==> src/rtl/ef_irq_mon_pkg.sv <==
// ef_irq_mon_pkg
//   Shared constants for the APB interrupt monitor: register offsets,
//   CTRL bit positions, the channel-count ceiling and the COUNT[i] offset helper.
package ef_irq_mon_pkg;

    localparam int unsigned MAX_NCH = 16;

    localparam logic [7:0] OFS_CTRL    = 8'h00;
    localparam logic [7:0] OFS_MODE    = 8'h04;
    localparam logic [7:0] OFS_STATUS  = 8'h08;
    localparam logic [7:0] OFS_MASK    = 8'h0C;
    localparam logic [7:0] OFS_TIMEOUT = 8'h10;
    localparam logic [7:0] OFS_TOSTAT  = 8'h14;
    localparam logic [7:0] OFS_COUNT   = 8'h20;

    localparam int unsigned CTRL_EN_BIT  = 0;
    localparam int unsigned CTRL_CLR_BIT = 1;

    // Byte offset of COUNT[idx].
    function automatic logic [7:0] count_ofs(input int unsigned idx);
        return OFS_COUNT + 8'(4 * idx);
    endfunction

endpackage

==> src/rtl/ef_irq_mon_chan.sv <==
// ef_irq_mon_chan
//   One monitored interrupt channel: 2-flop synchroniser, history flop for
//   edge detection, sticky STATUS, saturating event COUNT, timeout timer and
//   sticky TOSTAT.
// Ports:
//   clk, rst_n             clock, asynchronous active-low reset
//   irq_async              raw interrupt line
//   en, mode_edge, timeout global enable, 1=rising-edge/0=level, timeout limit (0=off)
//   clr_all                clear everything this edge (events lost)
//   status_w1c, tostat_w1c W1C strobes for this channel's bits
//   cnt_wr                 any write to this channel's COUNT register
//   status, tostat, count  register state
module ef_irq_mon_chan
    import ef_irq_mon_pkg::*;
#(
    parameter int unsigned CNT_W = 16,
    parameter int unsigned TO_W  = 16
) (
    input  logic             clk,
    input  logic             rst_n,
    input  logic             irq_async,
    input  logic             en,
    input  logic             mode_edge,
    input  logic [TO_W-1:0]  timeout,
    input  logic             clr_all,
    input  logic             status_w1c,
    input  logic             tostat_w1c,
    input  logic             cnt_wr,
    output logic             status,
    output logic             tostat,
    output logic [CNT_W-1:0] count
);

    logic            sync1;
    logic            sync2;
    logic            hist;
    logic [TO_W-1:0] timer;

    logic rise;
    logic evt;
    logic to_en;
    logic to_hit;

    always_comb begin
        rise   = sync2 & ~hist;
        evt    = en & (mode_edge ? rise : sync2);
        to_en  = en & (timeout != '0);
        // Covers both the timer stepping onto TIMEOUT this edge and a timer
        // already past a freshly lowered TIMEOUT.
        to_hit = to_en & status & (timer >= (timeout - TO_W'(1)));
    end

    always_ff @(posedge clk or negedge rst_n) begin
        if (!rst_n) begin
            sync1 <= 1'b0;
            sync2 <= 1'b0;
            hist  <= 1'b0;
        end else begin
            sync1 <= irq_async;
            sync2 <= sync1;
            hist  <= sync2;
        end
    end

    always_ff @(posedge clk or negedge rst_n) begin
        if (!rst_n) begin
            status <= 1'b0;
            tostat <= 1'b0;
            count  <= '0;
            timer  <= '0;
        end else if (clr_all) begin
            status <= 1'b0;
            tostat <= 1'b0;
            count  <= '0;
            timer  <= '0;
        end else begin
            // Set wins over a coincident W1C.
            status <= (status & ~status_w1c) | evt;
            tostat <= (tostat & ~tostat_w1c) | to_hit;

            if (cnt_wr) begin
                count <= CNT_W'(en & rise);
            end else if (en && rise && (count != '1)) begin
                count <= count + CNT_W'(1);
            end

            if (!status) begin
                timer <= '0;
            end else if (to_en && (timer < timeout)) begin
                timer <= timer + TO_W'(1);
            end
        end
    end

endmodule

==> src/rtl/ef_irq_mon_apb.sv <==
// ef_irq_mon_apb
//   APB-attached interrupt monitor. Watches NCH asynchronous interrupt lines,
//   records sticky status, per-channel event counts and timeout flags, and
//   raises a registered, masked aggregate interrupt.
// Ports:
//   PCLK, PRESETn                     clock, asynchronous active-low reset
//   PADDR, PSEL, PENABLE, PWRITE,
//   PWDATA                            APB request (PADDR[7:0] decoded)
//   PRDATA, PREADY                    APB response (zero wait, combinational read)
//   irq_in                            monitored interrupt lines
//   IRQ                               |((STATUS|TOSTAT) & MASK), registered
module ef_irq_mon_apb
    import ef_irq_mon_pkg::*;
#(
    parameter int unsigned NCH   = 4,
    parameter int unsigned CNT_W = 16,
    parameter int unsigned TO_W  = 16
) (
    input  logic            PCLK,
    input  logic            PRESETn,
    input  logic [31:0]     PADDR,
    input  logic            PSEL,
    input  logic            PENABLE,
    input  logic            PWRITE,
    input  logic [31:0]     PWDATA,
    output logic [31:0]     PRDATA,
    output logic            PREADY,
    input  logic [NCH-1:0]  irq_in,
    output logic            IRQ
);

    logic [7:0] addr;
    logic       wr_en;
    logic       wr_ctrl;
    logic       clr_all;

    logic            en_q;
    logic [NCH-1:0]  mode_q;
    logic [NCH-1:0]  mask_q;
    logic [TO_W-1:0] timeout_q;
    logic            irq_q;

    logic [NCH-1:0]   status;
    logic [NCH-1:0]   tostat;
    logic [CNT_W-1:0] count [NCH];

    logic [31:0] rdata;
    logic        unused_bus;

    assign addr       = PADDR[7:0];
    assign wr_en      = PSEL & PENABLE & PWRITE;
    assign wr_ctrl    = wr_en & (addr == OFS_CTRL);
    assign clr_all    = wr_ctrl & PWDATA[CTRL_CLR_BIT];
    assign unused_bus = ^{PADDR[31:8], PWDATA};

    assign PREADY = 1'b1;
    assign PRDATA = rdata;
    assign IRQ    = irq_q;

    for (genvar g = 0; g < NCH; g++) begin : g_chan
        ef_irq_mon_chan #(
            .CNT_W (CNT_W),
            .TO_W  (TO_W)
        ) u_chan (
            .clk        (PCLK),
            .rst_n      (PRESETn),
            .irq_async  (irq_in[g]),
            .en         (en_q),
            .mode_edge  (mode_q[g]),
            .timeout    (timeout_q),
            .clr_all    (clr_all),
            .status_w1c (wr_en && (addr == OFS_STATUS) && PWDATA[g]),
            .tostat_w1c (wr_en && (addr == OFS_TOSTAT) && PWDATA[g]),
            .cnt_wr     (wr_en && (addr == count_ofs(g))),
            .status     (status[g]),
            .tostat     (tostat[g]),
            .count      (count[g])
        );
    end

    always_ff @(posedge PCLK or negedge PRESETn) begin
        if (!PRESETn) begin
            en_q      <= 1'b0;
            mode_q    <= '0;
            mask_q    <= '0;
            timeout_q <= '0;
        end else if (wr_en) begin
            if (addr == OFS_CTRL)    en_q      <= PWDATA[CTRL_EN_BIT];
            if (addr == OFS_MODE)    mode_q    <= PWDATA[NCH-1:0];
            if (addr == OFS_MASK)    mask_q    <= PWDATA[NCH-1:0];
            if (addr == OFS_TIMEOUT) timeout_q <= PWDATA[TO_W-1:0];
        end
    end

    always_ff @(posedge PCLK or negedge PRESETn) begin
        if (!PRESETn) begin
            irq_q <= 1'b0;
        end else begin
            irq_q <= |((status | tostat) & mask_q);
        end
    end

    always_comb begin
        rdata = '0;
        case (addr)
            OFS_CTRL:    rdata[CTRL_EN_BIT] = en_q;
            OFS_MODE:    rdata[NCH-1:0]     = mode_q;
            OFS_STATUS:  rdata[NCH-1:0]     = status;
            OFS_MASK:    rdata[NCH-1:0]     = mask_q;
            OFS_TIMEOUT: rdata[TO_W-1:0]    = timeout_q;
            OFS_TOSTAT:  rdata[NCH-1:0]     = tostat;
            default:     ;
        endcase
        for (int unsigned i = 0; i < NCH; i++) begin
            if (addr == count_ofs(i)) rdata[CNT_W-1:0] = count[i];
        end
    end

endmodule

==> config.mk <==
export PLATFORM = sky130hd
export DESIGN_NAME = ef_irq_mon_apb
export DESIGN_NICKNAME = d
export VERILOG_FILES = /design/src/rtl/ef_irq_mon_pkg.sv /design/src/rtl/ef_irq_mon_chan.sv /design/src/rtl/ef_irq_mon_apb.sv
export SDC_FILE = /design/constraint.sdc
export NUM_CORES = 1
export LEC_CHECK = 0
export CAP_MARGIN = 20
export CORE_ASPECT_RATIO = 0.9
export CORE_MARGIN = 3
export CORE_UTILIZATION = 54
export CTS_CLUSTER_DIAMETER = 80
export DETAILED_ROUTE_END_ITERATION = 16
export PLACE_DENSITY = 0.82
export REMOVE_ABC_BUFFERS = 1
export SETUP_SLACK_MARGIN = 0.15
export SLEW_MARGIN = 20
export SYNTH_ARGS = -nofsm -noshare
export SYNTH_HDL_FRONTEND = slang
export SYNTH_SLANG_ARGS = --single-unit
==> constraint.sdc <==
create_clock -name PCLK -period 2.6 [get_ports PCLK]
set_input_delay 0.52 -clock PCLK [delete_from_list [all_inputs] [get_ports PCLK]]
set_output_delay 0.52 -clock PCLK [all_outputs]
set_load 0.005 [all_outputs]
==> results of run 1 <==
-- worst max-delay path, delay by kind of cell, from the launching register on --
family / cells / cell delay (ns)
XOR/XNOR: 1 / 0.23
AO/OA/AOI/OAI: 4 / 1.17
flip-flops: 1 / 0.40
adder cells (fa/ha/maj): 1 / 0.28
AND/OR/NAND/NOR: 3 / 0.60
buffers and inverters: 3 / 0.55
-- power breakdown --
group,total [mW],internal (mW),switching (mW)
logic,1.53,0.640,0.887
registers,2.98,2.81,0.175
clock network,2.81,1.36,1.45
total,7.32,4.81,2.51
-- how the worst max path moves through the flow --
stage | start | slack (ns) | cells after the start | end
2_1_floorplan | PADDR[1] | -0.38 | 4 | PRDATA[0]
3_3_place_gp | PADDR[1] | -0.70 | 7 | PRDATA[9]
3_5_place_dp | PADDR[1] | -0.74 | 7 | PRDATA[7]
4_1_cts | timeout_q[5]$_DFFE_PN0P_ | -0.21 | 11 | g_chan[2].u_chan.tostat$_DFF_PN0_
5_1_grt | timeout_q[0]$_DFFE_PN0P_ | -0.92 | 14 | g_chan[1].u_chan.tostat$_DFF_PN0_
6_report | timeout_q[0]$_DFFE_PN0P_ | -0.77 | 12 | g_chan[2].u_chan.tostat$_DFF_PN0_
-- per-layer routing --
metal | global-route usage | part of all wire
met4 | 0.200 | 0.091
met1 | 0.475 | 0.34
met3 | 0.0869 | 0.14
met2 | 0.548 | 0.42
met5 | 0 | 0
-- per-stage QoR --
step                utilization  area, um^2
floorplan                     -       11900
global placement          0.647       14200
detailed placement        0.647       14200
CTS                       0.729       16000
global route              0.776       17000
finish                    0.776       17000
-- layout by cell type, fill, tap and decap left out, types with 31 or more instances in the layout --
cell type | netlist | routed
nand3_1 | 78 | 61
o21ai_0 | 43 | 31
inv_1 | 42 | 32
xor2_1 | 58 | 58
xnor2_1 | 44 | 35
nor2_1 | 147 | 133
buf_4 | 18 | 197
a21oi_1 | 63 | 41
nand2_1 | 119 | 110
dfrtp_1 | 174 | 169
buf_6 | 0 | 58
ha_1 | 129 | 110
nand4_1 | 38 | 38
-- cell families (layout without fill, tap and decap cells) --
| kind of cell | count (synthesis) | count (layout) |
|---|---|---|
| and+or+nand+nor | 533 | 534 |
| AOI/OAI and AO/OA | 257 | 258 |
| DFF | 174 | 174 |
| adders and majority gates | 129 | 129 |
| xor gates and xnor gates | 103 | 103 |
| buffers and inverters | 99 | 387 |
| muxes | 33 | 33 |
| other | 2 | 17 |
-- final cells by class --
cell class	count	area [um^2]
Clock buffer	17	425
Timing Repair Buffer	313	2790
Multi-Input combinational cell	1074	8640
Inverter	42	189
Clock inverter	15	215
Tap cell	291	364
Sequential cell	174	4360
Fill cell	1225	4900
-- sequential cells by signal, indices dropped and copies added (netlist names) --
signal / cells
g_chan.u_chan.tostat: 4
IRQ: 1
g_chan.u_chan.status: 4
mask_q: 4
g_chan.u_chan.count: 64
g_chan.u_chan.timer: 64
g_chan.u_chan.sync2: 4
en_q: 1
mode_q: 4
g_chan.u_chan.hist: 4
g_chan.u_chan.sync1: 4
timeout_q: 16
-- timing repair --
item                       in CTS  in global routing
setup endpoints to repair      94                 85
pin swaps                      83                121
hold endpoints to repair       13                  0
gates cloned                    6                  2
gates resized for setup       277                144
buffers inserted               50                 33
hold buffers                    1                  0
==> run metrics, run 1 <==
cell mode on critical path buf_4; GP Congestion 1.01; Antenna Cells 0; # rows 51; Ports 107; required time of the critical path 2.91 ns; First-pass DRT Iterations 9; Remaining DRCs 0; via count 13,700; Die Area 24,300 um^2; Post-Route WL 53,400 um; CTS Sinks 174; Peak supply drop 0.000455 V; Final Setup Violations 63; worst skew pair latency 0.46 ns; pwr dens 431 nW/um^2; Ys Warns 0; Iter 0 DRT Violations 2,383; initial antenna violation count 0; Yosys top cell area share 0.359; I/O Buffers 49; clock root buffer clkbuf_16; Synth Area in Adders 0.133; Synth area leaders dfrtp_1 (36%), ha_1 (13%), nor2_1 (4.5%); Hold Path Depth 0; worst-path cell chain buf_4, nor2_1, buf_4, and4_4, buf_4, nand3_4, xnor2_4, ha_1, o2111ai_2, a21oi_2, a2111oi_4, o21ai_1; Area Overhead vs Synth 39.9%; area fraction in compound gates after synthesis 0.146; dpl ws -0.745 ns; commonest cells in the netlist dfrtp_1 (174), nor2_1 (147), ha_1 (129); total CTS buffers 17; largest net degree at the start of global routing 67; Max Clock Freq 296 MHz; Largest stage delay, worst path 0.63 ns; RSZ-0062 raised after global routing yes; Post-Syn Area 12,100 um^2; Simple-Gate Fraction of Synth Area 0.220; clk slew on worst S/H paths 0.08 ns; Hold Crit Class reg2reg; Antenna Violating Nets Remaining 0; number of global-route vias before repair 12,600; core area 21,900 um^2; Yosys cell types 73; Syn Inst Count 1,330; Hold Path Sink g_chan[2].u_chan.sync2$_DFF_PN0_; WS Path Type reg2reg; largest family of logic cells by synthesized area simple AND/OR/NAND/NOR gates; layout cells sized above 1 0.338; global-route wire length before repair 68,300 um; wire per inst 27.7 um; EDFF count, synth 0; violated checks negative setup slack; worst-case clock buffer depth 2; r2r worst-path depth 12; CP max FO 8; asr flop ratio synth 1.00; Final Cycle Share 1.30; Critical Path Start Type flop; Leak Pwr 7.61 nW; die width 164 um; worst hold start g_chan[2].u_chan.sync1$_DFF_PN0_; Placed Cells 1,803; total grt overflow 0; Seq/Total Area, Yosys 0.359; Synth Area per Inst 9.13 um^2; Sum Neg Setup Slack -12.58 ns; Layout Nets 1,824; Initial Util 0.555; GRT Overall Usage 0.361; Overall Power 7.32 mW; Final Hold Fails 0; main flop type after synthesis dfrtp_1; Yosys reg bits 174; most numerous cell in the Yosys netlist dfrtp_1; Max-Cap Viols 0; r2r setup slk -0.77 ns; Slew Limit Fails 0; Crit. End Element flop; FF-to-FF End g_chan[2].u_chan.tostat$_DFF_PN0_; min Tclk post-route 3.37 ns; Critical R2R Launch timeout_q[0]$_DFFE_PN0P_; non-filler instance count after layout 1,926; CTS tree built; Vias/cell 7.11; die span in y 148 um; CP max-delay cell a2111oi_4; setup slack after layout -0.773 ns; status complete, but fails checks; hold_ws 0.353 ns; mux share of post-synthesis cell area 0.0295; H-tree Lvls 4; xor/xnor share of the synthesized area 0.0749; Data arrival, critical path 3.68 ns; Yosys top cell by area dfrtp_1; DP HPWL 29,200 um; Slew headroom 0.515; actual slew at the worst max-slew pin 0.727 ns; Clock Skews 0.0198 ns
Power figures use the tool's default switching activity.
==> run 2, diff against run 1 <==
--- a/config.mk
+++ b/config.mk
@@ -8,13 +8,15 @@
 export CAP_MARGIN = 20
 export CORE_ASPECT_RATIO = 0.9
 export CORE_MARGIN = 3
-export CORE_UTILIZATION = 54
+export CORE_UTILIZATION = 50
 export CTS_CLUSTER_DIAMETER = 80
 export DETAILED_ROUTE_END_ITERATION = 16
-export PLACE_DENSITY = 0.82
+export PLACE_DENSITY = 0.77
 export REMOVE_ABC_BUFFERS = 1
 export SETUP_SLACK_MARGIN = 0.15
+export SKIP_CTS_REPAIR_TIMING = 1
 export SLEW_MARGIN = 20
 export SYNTH_ARGS = -nofsm -noshare
 export SYNTH_HDL_FRONTEND = slang
 export SYNTH_SLANG_ARGS = --single-unit
+export TNS_END_PERCENT = 30
==> run 2 against run 1 <==
Effect of this change: the flow still finishes with violations (negative setup slack); combinational power fell by 21%; via count fell by 16%; setup slack improved by 0.34 ns; largest cell class unchanged; largest power group unchanged.
==> run metrics, run 2 (synthesized netlist as in run 1, its figures left out) <==
status complete, but fails checks; violated checks negative setup slack; Remaining DRCs 0; Peak supply drop 0.000423 V; H-tree Lvls 4; Post-Route WL 38,300 um; total grt overflow 0; largest net degree at the start of global routing 49; worst skew pair latency 0.45 ns; I/O Buffers 49; Vias/cell 6.10; RSZ-0062 raised after global routing yes; post-layout util 0.662; Largest delay share family, worst path compound AO/OA/AOI/OAI gates; worst-case clock buffer depth 2; CP max-delay cell dfrtp_1; most frequent cells in the layout buf_4 (199), dfrtp_1 (172), nor2_1 (137); Data arrival, critical path 3.33 ns; Slew Limit Fails 0; Hold Crit Class in2async; DP HPWL 29,300 um; GRT Overall Usage 0.285; # rows 53; Overall Power 6.94 mW; CP Buf/Inv Count 1; global-route wire length before repair 58,800 um; CTS Sinks 174; CP max FO 5; WS Path Type reg2reg; setup slack after layout -0.437 ns; Final Setup Violations 31; Ports 107; Area Overhead vs Synth 28.8%; die span in y 154 um; die width 170 um; Crit. End Element flop; Max-Cap Viols 0; Die Area 26,200 um^2; initial antenna violation count 0; clk slew on worst S/H paths 0.09 ns; First-pass DRT Iterations 8; Antenna Violating Nets Remaining 0; pwr dens 444 nW/um^2; dpl ws -0.658 ns; Slew headroom 0.570; via count 11,600; worst-path cell chain nor4_4, buf_4, nand3_1, xnor2_2, ha_1, a21oi_2, o211ai_1, a31oi_1, o21ai_1, a2111oi_2, o21ai_1; largest registers g_chan.u_chan.count (64), g_chan.u_chan.timer (64), timeout_q (16); layout cells sized above 1 0.250; min Tclk post-route 3.04 ns; CTS tree built; Antenna Cells 0; Sum Neg Setup Slack -3.78 ns; wire per inst 20.2 um; Iter 0 DRT Violations 1,149; required time of the critical path 2.90 ns; Critical Path Start Type flop; GP Congestion 0.961; total CTS buffers 17; clock root buffer clkbuf_16; Placement Cell Area 14,400 um^2; actual slew at the worst max-slew pin 0.637 ns; Largest stage delay, worst path 0.44 ns; Max Clock Freq 329 MHz; Clock Skews 0.0136 ns; cell mode on critical path o21ai_1; core area 23,600 um^2; number of global-route vias before repair 11,000; Final Cell Area 15,600 um^2; most common cell after layout, fill and taps aside buf_4; Layout Nets 1,781; Leak Pwr 7.13 nW; Final Cycle Share 1.17; Initial Util 0.514; Final Hold Fails 0
## run 2: changes by cell type in the layout (fill, tap and decap cells not counted), moves of 8 or more
cell / change
ha_4: -11
a21oi_2: -11
a21oi_1: +12
nor3_1: +9
ha_1: +13
nand3_2: -13
buf_6: -40
buf_2: -8
nand3_1: +15
## run 2: area by class of cell
type | count | area, um^2
Sequential cell | 174 | 4360
Fill cell | 1819 | 7980
Timing Repair Buffer | 272 | 2280
Clock buffer | 17 | 425
Clock inverter | 15 | 219
Multi-Input combinational cell | 1072 | 7800
Tap cell | 302 | 378
Inverter | 42 | 165
## run 2: path summary, 6_finish.rpt
| check | start | end | slack [ns] | depth (start not counted) |
|---|---|---|---|---|
| min reg2reg | g_chan[0].u_chan.sync1$_DFF_PN0_ | g_chan[0].u_chan.sync2$_DFF_PN0_ | 0.36 | 0 |
| min | PRESETn | g_chan[3].u_chan.count[10]$_DFFE_PN0P_ | 0.002 | 1 |
| max in group asynchronous | PRESETn | g_chan[2].u_chan.timer[3]$_DFFE_PN0P_ | 1.95 | 2 |
| min in group PCLK | g_chan[0].u_chan.sync1$_DFF_PN0_ | g_chan[0].u_chan.sync2$_DFF_PN0_ | 0.36 | 0 |
| max reg2reg | timeout_q[2]$_DFFE_PN0P_ | g_chan[2].u_chan.tostat$_DFF_PN0_ | -0.44 | 11 |
| max | timeout_q[2]$_DFFE_PN0P_ | g_chan[2].u_chan.tostat$_DFF_PN0_ | -0.44 | 11 |
## run 2: through the flow
step,hold WS (ns),cells
finish,0.00222,1894
global route,0.0327,1894
CTS,0.0259,1871
detailed placement,0.340,1839
global placement,0.334,1839
floorplan,0.224,1288
## run 2: worst reg2reg max path: stages (launching register included)
cell and delay, ns:
dfrtp_1 0.44, nor4_4 0.36, buf_4 0.20, nand3_1 0.14
xnor2_2 0.18, ha_1 0.32, a21oi_2 0.20, o211ai_1 0.15
a31oi_1 0.26, o21ai_1 0.13, a2111oi_2 0.42, o21ai_1 0.10
## run 2: power breakdown
part           leakage [nW]  switching, mW  internal (mW)
Combinational          4.73          0.687          0.527
Clock                 0.308           1.41           1.35
Sequential             2.09          0.156           2.81
## run 2: routing by layer
metal,part of all wire,global-route usage
met4,0.035,0.102
met3,0.088,0.0535
met2,0.44,0.428
met1,0.44,0.413
met5,0,0
